[src/rtl/multicycle_sequencer.sv]
// multicycle_sequencer: multi-cycle control FSM for the RV32I core.
// Steps FETCH -> DECODE -> EXECUTE -> (MEM) -> WRITEBACK around the decoder,
// ALU, register file and PC register. It turns the decoder's static controls
// into per-cycle write strobes and bus requests. It also provides debug
// halt/resume, bus-timeout and illegal-opcode traps, and a retire counter.
//
// Ports:
//   clk_i, rst_ni        clock, synchronous active-low reset
//   opcode_i             decoder opcode
//   branch_i             decoder branch flag (JAL/JALR/BRANCH)
//   reg_write_i          decoder register-write enable
//   mem_write_i          decoder store flag
//   branch_taken_i       branch compare result, valid in EXECUTE
//   imem_ack_i           instruction memory ack
//   dmem_ack_i           data memory ack
//   halt_req_i           debug halt request (honoured in a retire cycle)
//   resume_i             debug resume
//   imem_req_o, ir_we_o  fetch request, instruction register load
//   dmem_req_o, dmem_we_o data request, data write enable
//   rf_we_o, pc_we_o     register file write, PC update (retire)
//   pc_sel_o             0 = PC+4, 1 = branch/jump target
//   halted_o             halted by debug
//   illegal_o, bus_err_o sticky trap causes
//   state_o              current state encoding
//   instret_o            retired-instruction count
module multicycle_sequencer #(
    parameter int unsigned TIMEOUT_CYCLES = 255,
    parameter int unsigned INSTRET_WIDTH  = 32
) (
    input  logic                     clk_i,
    input  logic                     rst_ni,
    input  logic [6:0]               opcode_i,
    input  logic                     branch_i,
    input  logic                     reg_write_i,
    input  logic                     mem_write_i,
    input  logic                     branch_taken_i,
    input  logic                     imem_ack_i,
    input  logic                     dmem_ack_i,
    input  logic                     halt_req_i,
    input  logic                     resume_i,
    output logic                     imem_req_o,
    output logic                     ir_we_o,
    output logic                     dmem_req_o,
    output logic                     dmem_we_o,
    output logic                     rf_we_o,
    output logic                     pc_we_o,
    output logic                     pc_sel_o,
    output logic                     halted_o,
    output logic                     illegal_o,
    output logic                     bus_err_o,
    output logic [2:0]               state_o,
    output logic [INSTRET_WIDTH-1:0] instret_o
);

    localparam int unsigned TO_W = (TIMEOUT_CYCLES > 0) ? $clog2(TIMEOUT_CYCLES + 1) : 1;
    // Expiry fires in the cycle whose count is one below the limit, so the
    // request is seen for exactly TIMEOUT_CYCLES cycles before the trap.
    localparam logic [TO_W-1:0] TO_LAST = (TIMEOUT_CYCLES > 0) ? TO_W'(TIMEOUT_CYCLES - 1) : '0;

    localparam logic [6:0] OP_LOAD   = 7'b0000011;
    localparam logic [6:0] OP_STORE  = 7'b0100011;
    localparam logic [6:0] OP_LUI    = 7'b0110111;
    localparam logic [6:0] OP_AUIPC  = 7'b0010111;
    localparam logic [6:0] OP_JAL    = 7'b1101111;
    localparam logic [6:0] OP_JALR   = 7'b1100111;
    localparam logic [6:0] OP_BRANCH = 7'b1100011;
    localparam logic [6:0] OP_ALU    = 7'b0110011;
    localparam logic [6:0] OP_ALUI   = 7'b0010011;
    localparam logic [6:0] OP_FENCE  = 7'b0001111;
    localparam logic [6:0] OP_SYSTEM = 7'b1110011;

    typedef enum logic [2:0] {
        S_FETCH     = 3'd0,
        S_DECODE    = 3'd1,
        S_EXECUTE   = 3'd2,
        S_MEM       = 3'd3,
        S_WRITEBACK = 3'd4,
        S_HALTED    = 3'd5,
        S_TRAP      = 3'd6
    } state_t;

    state_t                   r_state;
    logic                     r_taken;
    logic [TO_W-1:0]          r_cnt;
    logic [INSTRET_WIDTH-1:0] r_instret;
    logic                     r_illegal;
    logic                     r_bus_err;

    state_t w_next;
    logic   w_imem_req;
    logic   w_ir_we;
    logic   w_dmem_req;
    logic   w_dmem_we;
    logic   w_rf_we;
    logic   w_pc_we;
    logic   w_pc_sel;
    logic   w_halted;
    logic   w_retire;
    logic   w_set_illegal;
    logic   w_set_bus_err;
    logic   w_expire;
    logic   w_wait;

    assign w_expire = (TIMEOUT_CYCLES != 0) && (r_cnt == TO_LAST);

    // Cycles spent waiting on an ack in a bus state
    assign w_wait = ((r_state == S_FETCH) && !imem_ack_i) ||
                    ((r_state == S_MEM)   && !dmem_ack_i);

    // Next-state and strobe decode
    always_comb begin
        w_next        = r_state;
        w_imem_req    = 1'b0;
        w_ir_we       = 1'b0;
        w_dmem_req    = 1'b0;
        w_dmem_we     = 1'b0;
        w_rf_we       = 1'b0;
        w_pc_we       = 1'b0;
        w_pc_sel      = 1'b0;
        w_halted      = 1'b0;
        w_retire      = 1'b0;
        w_set_illegal = 1'b0;
        w_set_bus_err = 1'b0;

        case (r_state)
            S_FETCH: begin
                w_imem_req = 1'b1;
                if (imem_ack_i) begin
                    w_ir_we = 1'b1;
                    w_next  = S_DECODE;
                end else if (w_expire) begin
                    w_next        = S_TRAP;
                    w_set_bus_err = 1'b1;
                end
            end
            S_DECODE: begin
                w_next = S_EXECUTE;
            end
            S_EXECUTE: begin
                case (opcode_i)
                    OP_LOAD, OP_STORE: w_next = S_MEM;
                    OP_LUI, OP_AUIPC, OP_JAL, OP_JALR, OP_BRANCH,
                    OP_ALU, OP_ALUI, OP_FENCE, OP_SYSTEM: w_next = S_WRITEBACK;
                    default: begin
                        w_next        = S_TRAP;
                        w_set_illegal = 1'b1;
                    end
                endcase
            end
            S_MEM: begin
                w_dmem_req = 1'b1;
                w_dmem_we  = mem_write_i;
                if (dmem_ack_i) begin
                    // Stores have nothing to write back and retire here
                    if (opcode_i == OP_STORE) begin
                        w_pc_we  = 1'b1;
                        w_retire = 1'b1;
                    end else begin
                        w_next = S_WRITEBACK;
                    end
                end else if (w_expire) begin
                    w_next        = S_TRAP;
                    w_set_bus_err = 1'b1;
                end
            end
            S_WRITEBACK: begin
                w_rf_we  = reg_write_i;
                w_pc_we  = 1'b1;
                w_pc_sel = branch_i && ((opcode_i == OP_JAL) || (opcode_i == OP_JALR) || r_taken);
                w_retire = 1'b1;
            end
            S_HALTED: begin
                w_halted = 1'b1;
                if (resume_i) begin
                    w_next = S_FETCH;
                end
            end
            S_TRAP: begin
                w_next = S_TRAP;
            end
            default: begin
                w_next = S_FETCH;
            end
        endcase

        if (w_retire) begin
            w_next = halt_req_i ? S_HALTED : S_FETCH;
        end
    end

    // State, timeout counter, retire counter and sticky trap flags
    always_ff @(posedge clk_i) begin
        if (!rst_ni) begin
            r_state   <= S_FETCH;
            r_taken   <= 1'b0;
            r_cnt     <= '0;
            r_instret <= '0;
            r_illegal <= 1'b0;
            r_bus_err <= 1'b0;
        end else begin
            r_state <= w_next;
            if (r_state == S_EXECUTE) begin
                r_taken <= branch_taken_i;
            end
            if (w_next != r_state) begin
                r_cnt <= '0;
            end else if (w_wait && (TIMEOUT_CYCLES != 0)) begin
                r_cnt <= r_cnt + TO_W'(1);
            end
            if (w_retire) begin
                r_instret <= r_instret + INSTRET_WIDTH'(1);
            end
            if (w_set_illegal) begin
                r_illegal <= 1'b1;
            end
            if (w_set_bus_err) begin
                r_bus_err <= 1'b1;
            end
        end
    end

    // Every output is held at zero while reset is low
    assign imem_req_o = rst_ni & w_imem_req;
    assign ir_we_o    = rst_ni & w_ir_we;
    assign dmem_req_o = rst_ni & w_dmem_req;
    assign dmem_we_o  = rst_ni & w_dmem_we;
    assign rf_we_o    = rst_ni & w_rf_we;
    assign pc_we_o    = rst_ni & w_pc_we;
    assign pc_sel_o   = rst_ni & w_pc_sel;
    assign halted_o   = rst_ni & w_halted;
    assign illegal_o  = rst_ni & r_illegal;
    assign bus_err_o  = rst_ni & r_bus_err;
    assign state_o    = rst_ni ? r_state : 3'd0;
    assign instret_o  = rst_ni ? r_instret : '0;

endmodule
[config.mk]
export PLATFORM = sky130hd
export DESIGN_NAME = multicycle_sequencer
export DESIGN_NICKNAME = d
export VERILOG_FILES = /design/src/rtl/multicycle_sequencer.sv
export SDC_FILE = /design/constraint.sdc
export NUM_CORES = 1
export LEC_CHECK = 0
export ABC_AREA = 1
export BUFFER_PORTS_ARGS = -buffer_cell sky130_fd_sc_hd__buf_2
export CORE_UTILIZATION = 50
export DETAILED_ROUTE_END_ITERATION = 12
export HOLD_SLACK_MARGIN = 0.08
export MAX_ROUTING_LAYER = met4
export PLACE_DENSITY = 0.8
export REMOVE_ABC_BUFFERS = 1
export SYNTH_ARGS = -nofsm -noshare
export SYNTH_HDL_FRONTEND = slang
export SYNTH_SLANG_ARGS = --single-unit
[constraint.sdc]
create_clock -name clk_i -period 2 [get_ports clk_i]
set_clock_uncertainty 0.1 [all_clocks]
set_input_delay 0.2 -clock clk_i [delete_from_list [all_inputs] [get_ports clk_i]]
set_output_delay 0.2 -clock clk_i [all_outputs]
set_load 0.03 [all_outputs]
**Word-level counts from Yosys, hierarchy flattened**

Cells that the tools add are included.

- Word-level logic and storage cells: 79
- Flip-flop bits (word level): 46
- Output and inout bits: 45

- Reduce and logical (&&, ||, !) cells: 13
- Bitwise logic cells: 11
- Multiplexer cells: 28
- Eq/ne operators: 19
- Add/subtract/negate cells: 2

Operator list:

| kind | number |
|---|---|
| $add A32 B1 Y32 const B | 1 |
| $mux W32 | 1 |
| $eq A7 B7 Y1 const B | 4 |
| $mux W3 | 8 |
| $eq A7 B6 Y1 const B | 3 |
| $pmux W3 S7 | 1 |
| $mux W1 | 15 |
| $eq A7 B5 Y1 const B | 2 |
| $reduce_or A11 Y1 | 1 |
| $and A1 B1 Y1 | 10 |
| $eq A3 B3 Y1 const B | 3 |
| $reduce_or A9 Y1 | 1 |
| $add A8 B1 Y8 const B | 1 |
| $eq A8 B8 Y1 const B | 1 |
| $eq A7 B2 Y1 const B | 1 |
| $eq A7 B4 Y1 const B | 1 |
| $eq A3 B2 Y1 const B | 2 |
| $pmux W3 S2 | 1 |
| $pmux W1 S2 | 2 |
| $reduce_or A2 Y1 | 2 |
| $eq A3 B1 Y1 const B | 1 |
| $logic_and A1 B1 Y1 | 3 |
| $logic_not A3 Y1 | 1 |
| $logic_or A1 B1 Y1 | 3 |
| other kinds (3) | 4 |

**Longest topological paths before layout**

Gate-level depths: netlist of the first run.

- Word-level depth: 7
- Depth in mapped cells: 14

**Worst setup path before layout of the first run**

Ideal clock, no wire load.

- Kind: register -> register
- Start: register r_state[0]
- End: register r_instret[2]
- Cell stages (with the launch flop): 11
- Period minus slack after synthesis: 1.941 ns
- Buffers on the path: 2
- Data required time: 1.824 ns
- Slack: 0.059 ns
- Arrival time: 1.765 ns
- Setup time: 0.076 ns
- Cells stage by stage: dfxtp_1 > buf_2 > nand3_4 > nor2_1 > nand2_1 > nand2_4 > inv_2 > buf_2 > nor2_1 > nand2_1 > a21boi_0

- Word-level cells in the longest chain between the ends: 2
- Elaborated cells between the ends (all ways): 3
- Those cells by class: eq/ne: 2; mux: 1

RTL lines:

| element | RTL line | text |
|---|---|---|
| start, declared | 82 | `state_t r_state;` |
| start signal, assigned | 201 | `r_state <= w_next;` |
| $eq A3 B3 Y1 / $eq A3 B2 Y1 (equally long branches) | 125 | `case (r_state)` |
| $pmux W1 S2 (*) | 125 |  |
| end signal, assigned | 211 | `r_instret <= r_instret + INSTRET_WIDTH'(1);` |
| end, declared | 85 | `logic [INSTRET_WIDTH-1:0] r_instret;` |

Every way passes the cells marked *; elsewhere a longest branch is shown, timed or not.
A chain may end at the register's enable or synchronous reset.

**Worst setup path in the final report of the first run**

- Start: register r_state[0]
- End: output port pc_we_o

- Word-level cells in the longest chain between the ends: 3
- Elaborated cells between the ends (all ways): 4
- Those cells by class: eq/ne: 2; mux: 1; bitwise: 1

RTL lines:

| element | RTL line | text |
|---|---|---|
| $eq A3 B3 Y1 / $eq A3 B2 Y1 (equally long branches) | 125 |  |
| $pmux W1 S2 (*) | 125 |  |
| $and A1 B1 Y1 (*) | 228 | `assign pc_we_o = rst_ni & w_pc_we;` |
| end, declared | 46 | `output logic pc_we_o,` |

Marks and branches as above.

==> results of run 1 <==
==> repair_timing <==
action	4_1_cts	5_1_grt
endpoints found under the setup margin	1	17
hold buffers	1	0
buffers inserted	1	2
resized for setup	3	19
pin swaps	1	2
endpoints found under the hold margin	1	0
==> synthesized netlist by cell type <==
library cell and number:
sky130_fd_sc_hd__xor2_1 11, sky130_fd_sc_hd__a32oi_1 1, sky130_fd_sc_hd__inv_2 3, sky130_fd_sc_hd__buf_2 3, sky130_fd_sc_hd__and3_1 1, sky130_fd_sc_hd__nand3_1 34
sky130_fd_sc_hd__inv_1 81, sky130_fd_sc_hd__o21ai_0 13, sky130_fd_sc_hd__dfxtp_1 46, sky130_fd_sc_hd__nor4_1 2, sky130_fd_sc_hd__nor2_2 12, sky130_fd_sc_hd__nor3b_1 3
sky130_fd_sc_hd__clkbuf_1 7, sky130_fd_sc_hd__nor2_1 63, sky130_fd_sc_hd__nand2_4 1, sky130_fd_sc_hd__nand2_1 135, sky130_fd_sc_hd__o22ai_2 1, sky130_fd_sc_hd__nand3_4 2
sky130_fd_sc_hd__a21boi_0 1, sky130_fd_sc_hd__ha_1 3, sky130_fd_sc_hd__o211ai_1 1, sky130_fd_sc_hd__a21oi_1 20, sky130_fd_sc_hd__nor3_1 19, sky130_fd_sc_hd__o22a_1 1
sky130_fd_sc_hd__or2_4 1, sky130_fd_sc_hd__nor3_2 2, sky130_fd_sc_hd__nand4_1 10, sky130_fd_sc_hd__buf_1 1, sky130_fd_sc_hd__o21a_1 2, sky130_fd_sc_hd__nand2_2 3
sky130_fd_sc_hd__o21ba_2 1, sky130_fd_sc_hd__xnor2_1 7
==> critical path: cells and delay by family (launching register included) <==
family	cells	cell delay, ps
and+or+nand+nor	5	470
DFF	1	420
buffers and inverters	3	410
==> area by class of cell <==
type                            instances  area [um2]
Multi-Input combinational cell        350        1760
Inverter                               84         315
Clock inverter                          1        5.00
Tap cell                               72        90.1
Timing Repair Buffer                   82         472
Fill cell                             547        1980
Clock buffer                            7        86.3
Sequential cell                        46         931
==> flip-flops by register name, indices dropped and copies added, names as in the netlist <==
name / flops
r_instret: 32
r_bus_err: 1
r_state: 3
r_cnt: 8
r_taken: 1
r_illegal: 1
==> logic make-up (layout without fill, tap and decap cells) <==
kind of cell / Yosys count / in the layout / share of synthesized area
AO/OA/AOI/OAI: 41 / 41 / 0.0786
XOR/XNOR: 18 / 18 / 0.0527
adder cells (fa/ha/maj): 3 / 3 / 0.0125
buffers and inverters: 95 / 174 / 0.120
flip-flops: 46 / 46 / 0.308
AND/OR/NAND/NOR: 288 / 288 / 0.428
==> cells in the final DEF, fill, tap and decap left out, types with 2 or more instances in the layout <==
master                     instances
sky130_fd_sc_hd__dfxtp_4           2
sky130_fd_sc_hd__nor3b_1           3
sky130_fd_sc_hd__nor2_4            2
sky130_fd_sc_hd__inv_1            81
sky130_fd_sc_hd__inv_2             3
sky130_fd_sc_hd__clkbuf_8          6
sky130_fd_sc_hd__nand3_1          33
sky130_fd_sc_hd__dfxtp_2           2
sky130_fd_sc_hd__buf_2            60
sky130_fd_sc_hd__nand3_4           2
sky130_fd_sc_hd__nor3_4            2
sky130_fd_sc_hd__nand4_1          10
sky130_fd_sc_hd__nor2_2           16
sky130_fd_sc_hd__nor4_1            2
sky130_fd_sc_hd__xor2_1           11
sky130_fd_sc_hd__o21a_1            2
sky130_fd_sc_hd__dfxtp_1          42
sky130_fd_sc_hd__buf_4            20
sky130_fd_sc_hd__nor2_1           57
sky130_fd_sc_hd__a21oi_1          20
sky130_fd_sc_hd__nand2_1         134
sky130_fd_sc_hd__o21ai_0          12
sky130_fd_sc_hd__nor3_1           18
sky130_fd_sc_hd__ha_1              3
sky130_fd_sc_hd__nand2_2           4
sky130_fd_sc_hd__xnor2_1           7
==> power groups by stage <==
stage | clock, mW | sequential (mW) | combinational [mW]
final | 0.589 | 1.06 | 1.01
after global routing | 0.644 | 1.07 | 1.12
after CTS | 0.608 | 1.05 | 0.972
after detailed placement | 0 | 1.06 | 0.955
after global placement | 0 | 1.06 | 0.939
after floorplan | 0 | 1.06 | 0.684
==> path summary, 6_finish.rpt <==
check                                      to  slack, ps  cells past startpoint
worst max-delay path                  pc_we_o        110                      8
worst min-delay path                r_illegal        160                      4
worst max register to register  r_instret[25]        170                      9
worst min register to register      r_illegal        360                      2
==> layer usage <==
metal	vias up	routed length (um)	part of all wire
met5	-	0	0
met4	0	106	0.015
met3	14	289	0.040
met2	70	3600	0.49
met1	1477	3310	0.45
li1	1681	-	-
==> stage by stage <==
| step | setup WS (ps) | cells | hold slack, ps | setup TNS [ps] | util |
|---|---|---|---|---|---|
| after global placement | 111 | 630 | 331 | 0 | 0.615 |
| final | 114 | 642 | 162 | 0 | 0.649 |
| after detailed placement | 55.1 | 630 | 341 | 0 | 0.615 |
| after floorplan | 83.0 | 480 | 221 | 0 | - |
| after CTS | 35.4 | 640 | 150 | 0 | 0.635 |
| after global routing | -19.7 | 642 | 176 | -19.7 | 0.649 |
==> results.json, run 1 <==
{
  "drt_wl_total_mm": 7.30,
  "clockRootBuffer": "sky130_fd_sc_hd__clkbuf_8",
  "crit_fanout": 10,
  "synth.distinct_cells": 32,
  "power_density_nw_per_um2": 725,
  "cpMaxStageDelayCell": "sky130_fd_sc_hd__dfxtp_4",
  "power_report.internal_total_mw": 1.61,
  "synth.top_cell.area_share": 0.308,
  "slew_headroom": 0.771,
  "gp_congestion": 0.953,
  "buffer_ports.inserted": 61,
  "die_h_um": 79.4,
  "timing.final.setup_violations": 0,
  "cts_inserted_buffers": 5,
  "clock.fmax_mhz": 530,
  "result_of_the_run": "finished, final reports clean",
  "worst_skew_pair.late_latency_ps": 300,
  "tritoncts": "yes",
  "ys_warnings": 0,
  "path_cells": "nand3_4 -> nor2_1 -> nand2_1 -> nand2_4 -> inv_2 -> buf_4 -> nor2_2 -> buf_4",
  "grt_util_met3": 0.0310,
  "clock_tree.htree_level_count": 2,
  "hold_path.startpoint": "opcode_i[4]",
  "power.share.switching": 0.393,
  "critical_path.startpoint": "r_state[0]",
  "syn_inst": 491,
  "dp_hpwl_mm": 5.62,
  "initial_core_util": 0.530,
  "path_class": "reg -> out",
  "gr-max-usage-layer": "met2",
  "grt_usage": 0.248,
  "antenna_violating_nets_post_route": 0,
  "critical_path.startpoint_type": "flip-flop",
  "final_nets": 589,
  "drtPass1Iterations": 4,
  "drt-vias-per-instance": 5.05,
  "grt_start_max_net_pins": 23,
  "worst_ep_required_time_ps": 1700,
  "placedInstanceArea_um2": 3470,
  "vdd_ir_drop_max_v": 0.000420,
  "ant_cells": 0,
  "critical_path.max_stage_delay_ps": 420,
  "iteration_0_drc_markers": 157,
  "power.share.clock": 0.222,
  "core_area_um2": 5640,
  "arrival_ps": 1590,
  "timing.hold.worst.class": "in -> reg",
  "grt-ovfl-total": 0,
  "post_synth.cell_area_avg_um2": 6.10,
  "pin_slew_with_the_least_headroom_to_its_limit_ps": 341,
  "io_pins": 62,
  "hold_violations": 0,
  "die_width_um": 79.4,
  "synth_sequential_area_ratio": 0.308,
  "grt_first_pass_wirelength_mm": 12.3,
  "cts.sink_count": 46,
  "routed-via-count": 3242,
  "syn_area_um2": 2990,
  "power.static_leakage_nw": 1.89,
  "drive_gt1_frac": 0.223,
  "report.power.total_mw": 2.66,
  "grt_use_met2": 0.441,
  "ys_ff_latch": 46,
  "groute.layer.met1.usage": 0.293,
  "timing.final.crit_period_ps": 1890,
  "grt_antenna_before_repair": 0,
  "rr_startpoint": "r_state[0]",
  "first_global_vias": 2929,
  "seq_power_share": 0.398,
  "finalMaxSlewViolations": 0,
  "routed_wire_length_per_instance_um": 11.4,
  "switching_power_mw": 1.04,
  "netlist.top_cell.by_area": "sky130_fd_sc_hd__dfxtp_1",
  "max-clock-path-buffers": 2,
  "dieArea_um2": 6300,
  "combPwrFrac": 0.380,
  "placementRows": 27,
  "fin_area_um2": 3660,
  "drc": 0,
  "post_synth_main_area_contributors": "sky130_fd_sc_hd__dfxtp_1 (31%), sky130_fd_sc_hd__nand2_1 (17%), sky130_fd_sc_hd__inv_1 (10%), sky130_fd_sc_hd__nor2_1 (7.9%), sky130_fd_sc_hd__nand3_1 (5.7%)",
  "post-route-period-util": 0.943,
  "timing.critical_path.mode_cell": "sky130_fd_sc_hd__buf_4",
  "drv_cap": 0,
  "area_growth_synth_to_finish_pct": 22.3,
  "path_clk_slew_ps": 80,
  "capturing_element_type_of_the_critical_path": "output pin"
}
(Power assumes the default switching activity.)
==> run 2, diff against run 1 <==
PLACE_DENSITY = 0.83   (was 0.8)
clock period = 1.55 ns   (was 2 ns; I/O delays follow)
==> results.json, run 2 (synthesis results as in run 1) <==
{
  "most-common-layout-cells": "sky130_fd_sc_hd__nand2_1 (120), sky130_fd_sc_hd__buf_4 (120), sky130_fd_sc_hd__inv_1 (73), sky130_fd_sc_hd__buf_2 (54), sky130_fd_sc_hd__nor2_1 (47)",
  "buffer_ports.inserted": 61,
  "gp_congestion": 0.951,
  "drt_wl_total_mm": 13.1,
  "final_critical_path_setup_slack_ps": -410,
  "drive_gt1_frac": 0.453,
  "first_global_vias": 3567,
  "clock_tree.htree_level_count": 2,
  "max-clock-path-buffers": 2,
  "grt_antenna_before_repair": 0,
  "io_pins": 62,
  "timing.final.crit_period_ps": 1960,
  "iteration_0_drc_markers": 462,
  "core_area_um2": 5640,
  "cts.sink_count": 46,
  "clock.fmax_mhz": 510,
  "fin_area_um2": 4860,
  "rsz0062_at_grt": "true",
  "drv_cap": 0,
  "post-route-period-util": 1.26,
  "worst_skew_pair.late_latency_ps": 330,
  "timing.final.setup_violations": 50,
  "antenna_violating_nets_post_route": 0,
  "routed_wire_length_per_instance_um": 17.6,
  "ant_cells": 0,
  "grt_usage": 0.316,
  "placedInstanceArea_um2": 4150,
  "tritoncts": "yes",
  "final_nets": 692,
  "initial_core_util": 0.530,
  "grt_start_max_net_pins": 30,
  "cell_count_final_fillers_out": 745,
  "dieArea_um2": 6300,
  "power_density_nw_per_um2": 936,
  "critical_path.startpoint_type": "flip-flop",
  "layout_top_registers": "r_instret (32), r_cnt (8), r_state (3)",
  "hold_violations": 0,
  "grt-ovfl-total": 0,
  "vdd_ir_drop_max_v": 0.000868,
  "finalCoreUtilization": 0.862,
  "grt_first_pass_wirelength_mm": 15.4,
  "area_growth_synth_to_finish_pct": 62.4,
  "power.static_leakage_nw": 2.50,
  "cts_inserted_buffers": 5,
  "drt-vias-per-instance": 5.85,
  "pin_slew_with_the_least_headroom_to_its_limit_ps": 519,
  "placementRows": 27,
  "routed-via-count": 4357,
  "crit_fanout": 3,
  "dp_hpwl_mm": 6.66,
  "clockRootBuffer": "sky130_fd_sc_hd__clkbuf_8",
  "finalMaxSlewViolations": 0,
  "path_clk_slew_ps": 90,
  "path_class": "reg -> reg",
  "result_of_the_run": "complete, but fails checks",
  "arrival_ps": 2080,
  "register_with_the_most_flip_flops": "r_instret",
  "fillers": 267,
  "worst_ep_required_time_ps": 1670,
  "report.power.total_mw": 4.55,
  "slew_headroom": 0.653,
  "die_h_um": 79.4,
  "dp.cells": 720,
  "timing.hold.worst.class": "in -> reg",
  "failed_checks": "negative setup slack",
  "drc": 0,
  "die_width_um": 79.4,
  "capturing_element_type_of_the_critical_path": "flip-flop",
  "fin_hold_ws_ps": 165,
  "flip_flop_count_of_the_largest_register_after_layout": 32,
  "drtPass1Iterations": 5
}
-- run 2: metrics by stage --
step / setup TNS (ps) / worst slack (ps)
floorplan: -5070 / -367
global placement: -3730 / -186
detailed placement: -6340 / -334
CTS: -4210 / -239
global route: -14200 / -479
finish: -11350 / -410
-- run 2: layout make-up --
type	instances	area, um2	area share
sequential	46	945	0.194
multi-input combinational	350	2100	0.433
tap	72	90.1	0.0185
clock buffer	6	72.6	0.0149
inverter	84	315	0.0649
clock inverter	2	37.5	0.00772
timing repair buffer	185	1300	0.267
-- run 2: power breakdown --
| part | switching, mW | internal [mW] |
|---|---|---|
| logic | 1.27 | 0.933 |
| clock network | 0.464 | 0.482 |
| registers | 0.116 | 1.28 |
-- run 2: worst max-delay path: stages, from the launching register on --
cell and delay (ps):
sky130_fd_sc_hd__dfxtp_2 360, sky130_fd_sc_hd__inv_1 110, sky130_fd_sc_hd__nor3_2 210, sky130_fd_sc_hd__buf_4 150, sky130_fd_sc_hd__nand2_1 60, sky130_fd_sc_hd__nor3_2 250
sky130_fd_sc_hd__nand3_1 170, sky130_fd_sc_hd__xor2_1 160, sky130_fd_sc_hd__nand2_1 60, sky130_fd_sc_hd__a21oi_1 230
-- run 2: metal layers --
layer	GRT usage	wire length [um]
met3	0.0506	1150
met5	-	0
met2	0.578	6270
met1	0.331	4590
met4	0.147	1100
-- run 2: repair_timing --
item,CTS,global route
pin swaps,21,45
gates resized for setup,60,84
setup endpoints to repair,48,51
hold buffers,1,0
setup buffers,8,10
endpoints found under the hold margin,1,0
-- run 2: final timing paths --
path                 startpoint            end  cells after the start  slack, ps
setup / recovery  r_instret[10]  r_instret[26]                      9       -410
hold / removal      opcode_i[4]      r_illegal                      5        160
setup reg to reg  r_instret[10]  r_instret[26]                      9       -410
hold reg to reg       r_illegal      r_illegal                      2        380
